===== config.mk =====
export PLATFORM = sky130hd
export DESIGN_NAME = switch_conditioner
export DESIGN_NICKNAME = d
export VERILOG_FILES = /design/src/rtl/switch_conditioner.sv
export SDC_FILE = /design/constraint.sdc
export NUM_CORES = 1
export LEC_CHECK = 0
export CAP_MARGIN = 0
export CELL_PAD_IN_SITES_DETAIL_PLACEMENT = 0
export CELL_PAD_IN_SITES_GLOBAL_PLACEMENT = 2
export CORE_MARGIN = 2
export CORE_UTILIZATION = 41
export CTS_CLUSTER_DIAMETER = 60
export CTS_CLUSTER_SIZE = 24
export DETAILED_ROUTE_END_ITERATION = 10
export PLACE_DENSITY = 0.88
export SYNTH_ARGS = -nofsm -noshare
export SYNTH_HDL_FRONTEND = slang
export SYNTH_SLANG_ARGS = --single-unit
export TNS_END_PERCENT = 20

===== constraint.sdc =====
create_clock -name clk -period 2.4 [get_ports clk]
set_input_delay 0.72 -clock clk [delete_from_list [all_inputs] [get_ports clk]]
set_output_delay 0.72 -clock clk [all_outputs]
set_load 0.02 [all_outputs]

===== src/rtl/switch_conditioner.sv =====
`default_nettype none
// ============================================================================
// Module      : switch_conditioner
// Description : 2-FF synchroniser plus per-bit debounce for the slide-switch
//               bank, with one-cycle rise/fall strobes per bit.
// Revision    : 1.0 - initial release
// ============================================================================
module switch_conditioner #(
  parameter int WIDTH           = 7,
  parameter int DEBOUNCE_CYCLES = 1_000_000
) (
  input  logic             clk,
  input  logic             btnC,
  input  logic [WIDTH-1:0] sw,
  output logic [WIDTH-1:0] sw_clean,
  output logic [WIDTH-1:0] sw_rise,
  output logic [WIDTH-1:0] sw_fall,
  output logic             changed
);

  localparam int              CNT_W  = (DEBOUNCE_CYCLES > 1) ? $clog2(DEBOUNCE_CYCLES) : 1;
  localparam logic [CNT_W-1:0] c_TERM = CNT_W'(DEBOUNCE_CYCLES - 1);

  logic [WIDTH-1:0] r_sync1;
  logic [WIDTH-1:0] r_sync2;
  logic [WIDTH-1:0] r_clean;
  logic [WIDTH-1:0] r_rise;
  logic [WIDTH-1:0] r_fall;
  logic [CNT_W-1:0] r_cnt [WIDTH];
  logic [WIDTH-1:0] w_pending;

  // A bit is pending whenever the synchronised level disagrees with the accepted one.
  assign w_pending = r_sync2 ^ r_clean;

  always_ff @(posedge clk) begin
    if (btnC) begin
      r_sync1 <= '0;
      r_sync2 <= '0;
      r_clean <= '0;
      r_rise  <= '0;
      r_fall  <= '0;
      for (int i = 0; i < WIDTH; i++) begin
        r_cnt[i] <= '0;
      end
    end else begin
      r_sync1 <= sw;
      r_sync2 <= r_sync1;
      for (int i = 0; i < WIDTH; i++) begin
        r_rise[i] <= 1'b0;
        r_fall[i] <= 1'b0;
        if (!w_pending[i]) begin
          r_cnt[i] <= '0;
        end else if (r_cnt[i] == c_TERM) begin
          r_clean[i] <= r_sync2[i];
          r_cnt[i]   <= '0;
          r_rise[i]  <= r_sync2[i];
          r_fall[i]  <= ~r_sync2[i];
        end else begin
          r_cnt[i] <= r_cnt[i] + CNT_W'(1);
        end
      end
    end
  end

  assign sw_clean = r_clean;
  assign sw_rise  = r_rise;
  assign sw_fall  = r_fall;
  assign changed  = |{r_rise, r_fall};

endmodule
`default_nettype wire


* Yosys cells after proc, flatten, opt, wreduce, memory -nomap -nowiden
Memories as Yosys holds them, arrays and structs flattened. Index checks and enable logic that the tools add are counted. Widths: inputs -> output; s select.
Word-level totals: bits of input ports 9, ROM bits 0, memory bits (writable) 140, register bits after elaboration 35, memories kept 1, logic and storage cells 196, bits in latches 0, output and inout bits 22
Memory list:
- r_cnt | words 7, width 20, rd ports 7, clocked after Yosys merged registers in 0, wr ports 7, line 29 | logic [CNT_W-1:0] r_cnt [WIDTH];
Cells by class: $add $sub $neg 7, multiply operators 0, magnitude comparators 0, shifts and indexed selects 0, reduce and logical (&&, ||, !) cells 15, equal/unequal tests 7, multiplexer cells 100, bitwise logic cells 43, div/mod/pow operators 0
Operators by type and width (count):
- $mux 20 | 21
- $add 20x1->20 const B | 7
- $eq 20x20->1 const B | 7
- $mux 1 | 79
- $not 1->1 | 21
- $or 1x1->1 | 21
- $reduce_or 3->1 | 7
- $reduce_and 2->1 | 7
- $reduce_or 14->1 | 1
- $xor 7x7->7 | 1

* Longest topological paths before layout
depth in word-level cells 7, gate-level depth with buffers 7, mapped depth without buffers 5

* Least setup slack after synthesis
Ideal clock, no wire load.
path type reg2reg, from memory r_cnt[1][11] (netlist name), to memory r_cnt[1][8] (netlist name), data pin, arrival 1976 ps, period minus slack after synthesis 2231 ps, data required time 2146 ps, slack 169 ps, path buffers 2, setup time 254 ps, cell stages (with the launch flop) 7, cells stage by stage edfxtp_1 or4b_1 or4_1 buf_2 o21bai_4 buf_6 nor2_1
RTL lines (line):
- start, declared | 29

==> flow_summary.ini <==
[cts]
cts_tree = done
insertion_delay_ns = 0.44
cts_buffer_depth = 2
cts_root_buffer = clkbuf_16
clkSinkCount = 175
htree_num_levels = 4
cts_made_buffers = 17
clkSlewWorstSetupHoldPaths_ns = 0.07
hold_buffers = 0

[route]
vias_per_cell = 4.90
routedWlPerCell_um = 13.3
ant_nets = 0
vias = 6555
routed_wl_um = 17700
post-route-drc-count = 0
drtIter0Drc = 355
drt-pass1-iter-count = 5

[synth]
syn_area_per_cell_um2 = 10.5
yosysWarnings = 0
synth_edf_count = 140
netlist_area_um2 = 8940
synth_top_cell_by_area = edfxtp_1
yosys.area.top_type_share = 0.470
yosys-top-cells-count = edfxtp_1 (140), nor2_1 (110), nand3_1 (54), xnor2_1 (51), a21oi_1 (48)
synth_most_common_cell = edfxtp_1
syn_inst = 854
synth-main-ff-cell = edfxtp_1
synthArstFlopShare = 0
yosys.cell_types.count = 42
synth-seq-cells = 175
ys_seq_area_frac = 0.548
synth_area_leaders = edfxtp_1 (47%), dfxtp_1 (7.8%), xnor2_1 (5.0%), nor2_1 (4.6%), xor2_1 (3.8%)

[setup_path]
cp-startpoint = r_cnt[4][13]$_SDFFCE_PN0P_
worst-path-max-fanout = 20
cp_cell_sequence = or4b_2, or4_4, o21ai_4, buf_12, a21oi_1
end_kind = register
slowest_stage = or4b_2
cp-start-kind = register
path_class = register to register
reg2reg_from = r_cnt[4][13]$_SDFFCE_PN0P_
arrival_ns = 2.51
max_stage_delay_ns = 0.68
cp.required_ns = 2.57

[cells_and_area]
area_growth_pct = 22.2
drive_above_1_share = 0.0794
final_cells = 1338
antennaDiodeCount = 0
layout.nets = 1061
finish.utilization = 0.505

[grt]
grt_pass1_wl_um = 30200
grt_use_met1 = 0.231
grt_max_degree = 26
grt-ovfl-total = 0
grtUsageTotal = 0.166
use_met3 = 0.0281
gr-max-usage-layer = met2
grt_pass1_vias = 6289
met2_usage = 0.262
antenna_found_initial = 0

[flow_run]
maxCapViolCount = 0

[floorplanning]
die_h_um = 152
initial_core_util = 0.414
io_pins = 31
num_rows = 54
die_area_um2 = 23000
die_w_um = 152
core_area_um2 = 21600

[sta]
worst_clock_skew_ns = 0.0190
post-route-period-util = 0.973
setup_violations = 0
slew_viol_final = 0
fmax_ghz = 0.428
slew_headroom = 0.528
period_minus_slack_ns = 2.34
hold_viol = 0
worst_pin_slew_ns = 0.701

[power]
ir_worst_vdd_mv = 0.439
p_leak_uw = 0.00376
power_density_nw_per_um2 = 608

[placed_design]
place.gp.congestion = 0.769
dp_hpwl_um = 12900
place_inst = 1306
portBuffers = 30

[min_path]
hold_path.class = register to register
hp-start = r_sync1[0]$_SDFF_PP0_

[run_status]
status = finished, final reports clean
-- sequential cells by signal, indices dropped and copies added, names as in the netlist --
name      count
r_cnt       140
r_sync2       7
sw_fall       7
sw_clean      7
sw_rise       7
r_sync1       7
-- where the power goes --
part           switching [uW]  internal, uW
clock network            1180          1680
logic                     154           124
registers                 114          3390
-- layer usage --
layer / part of all wire / up-vias / wire, um
met1: 0.50 / 3050 / 8860
met4: 0.012 / 0 / 215
met5: 0 / - / 0
li1: - / 3417 / -
met2: 0.46 / 76 / 8190
met3: 0.027 / 12 / 472
-- through the flow --
stage | cell area, um2 | total power (uW) | TNS [ns] | hold WS (ns) | setup slack (ns)
5_1_grt | 10900 | 6920 | -0.00208 | 0.462 | -0.00166
4_1_cts | 10900 | 6740 | 0 | 0.442 | 0.00521
3_3_place_gp | 10300 | 3830 | 0 | 0.424 | 0.103
3_5_place_dp | 10300 | 3840 | 0 | 0.425 | 0.0599
2_1_floorplan | 9460 | 3730 | 0 | 0.414 | 0.169
6_report | 10900 | 6640 | 0 | 0.439 | 0.0646
-- placed cells by master, fill, tap and decap left out, drive strengths merged, types with 23 or more instances in the layout --
| master | instances |
|---|---|
| dfxtp | 35 |
| inv | 29 |
| nor2 | 110 |
| nor4 | 24 |
| and3 | 23 |
| nand3 | 54 |
| xor2 | 39 |
| xnor2 | 51 |
| buf | 31 |
| clkdlybuf4s50 | 29 |
| or4 | 24 |
| a21oi | 48 |
| nand4 | 30 |
| nand2 | 40 |
| edfxtp | 140 |
| conb | 140 |
| or3 | 28 |
| o21ai | 35 |
-- cell families (layout without fill, tap and decap cells) --
logic type | after synthesis | count (layout) | share of synthesized area
buffers and inverters | 55 | 120 | 0.0262
flip-flops | 175 | 175 | 0.548
AO/OA/AOI/OAI | 107 | 107 | 0.0694
adder cells (fa/ha/maj) | 7 | 7 | 0.00979
AND/OR/NAND/NOR | 419 | 419 | 0.258
other | 1 | 140 | 0.000419
XOR/XNOR | 90 | 90 | 0.0881
-- layout make-up --
type                       count  area (um2)
multi-input combinational    763        4360
timing repair buffer          61         591
fill                        2065       10700
clock buffer                  21         492
inverter                      27         101
clock inverter                11         126
tap                          280         350
sequential                   175        4900
-- worst paths after layout --
| check | depth (start not counted) | end | slack [ns] |
|---|---|---|---|
| worst max-delay path | 5 | r_cnt[4][13]$_SDFFCE_PN0P_ | 0.06 |
| worst min-delay path | 1 | r_sync2[0]$_SDFF_PP0_ | 0.44 |
| worst max register to register | 5 | r_cnt[4][13]$_SDFFCE_PN0P_ | 0.06 |
| worst min register to register | 1 | r_sync2[0]$_SDFF_PP0_ | 0.44 |
-- critical path, delay by kind of cell, from the launching register on --
kind	cells	cell delay (ns)
compound gates	2	0.22
buf+inv	1	0.17
flops	1	0.44
simple gates	2	1.25
-- repair_timing --
| action | 4_1_cts | 5_1_grt |
|---|---|---|
| pin swaps | 0 | 1 |
| endpoints found under the setup margin | 1 | 36 |
| resized for setup | 3 | 4 |
| buffers inserted | 0 | 0 |
Power figures use the tool's default switching activity.
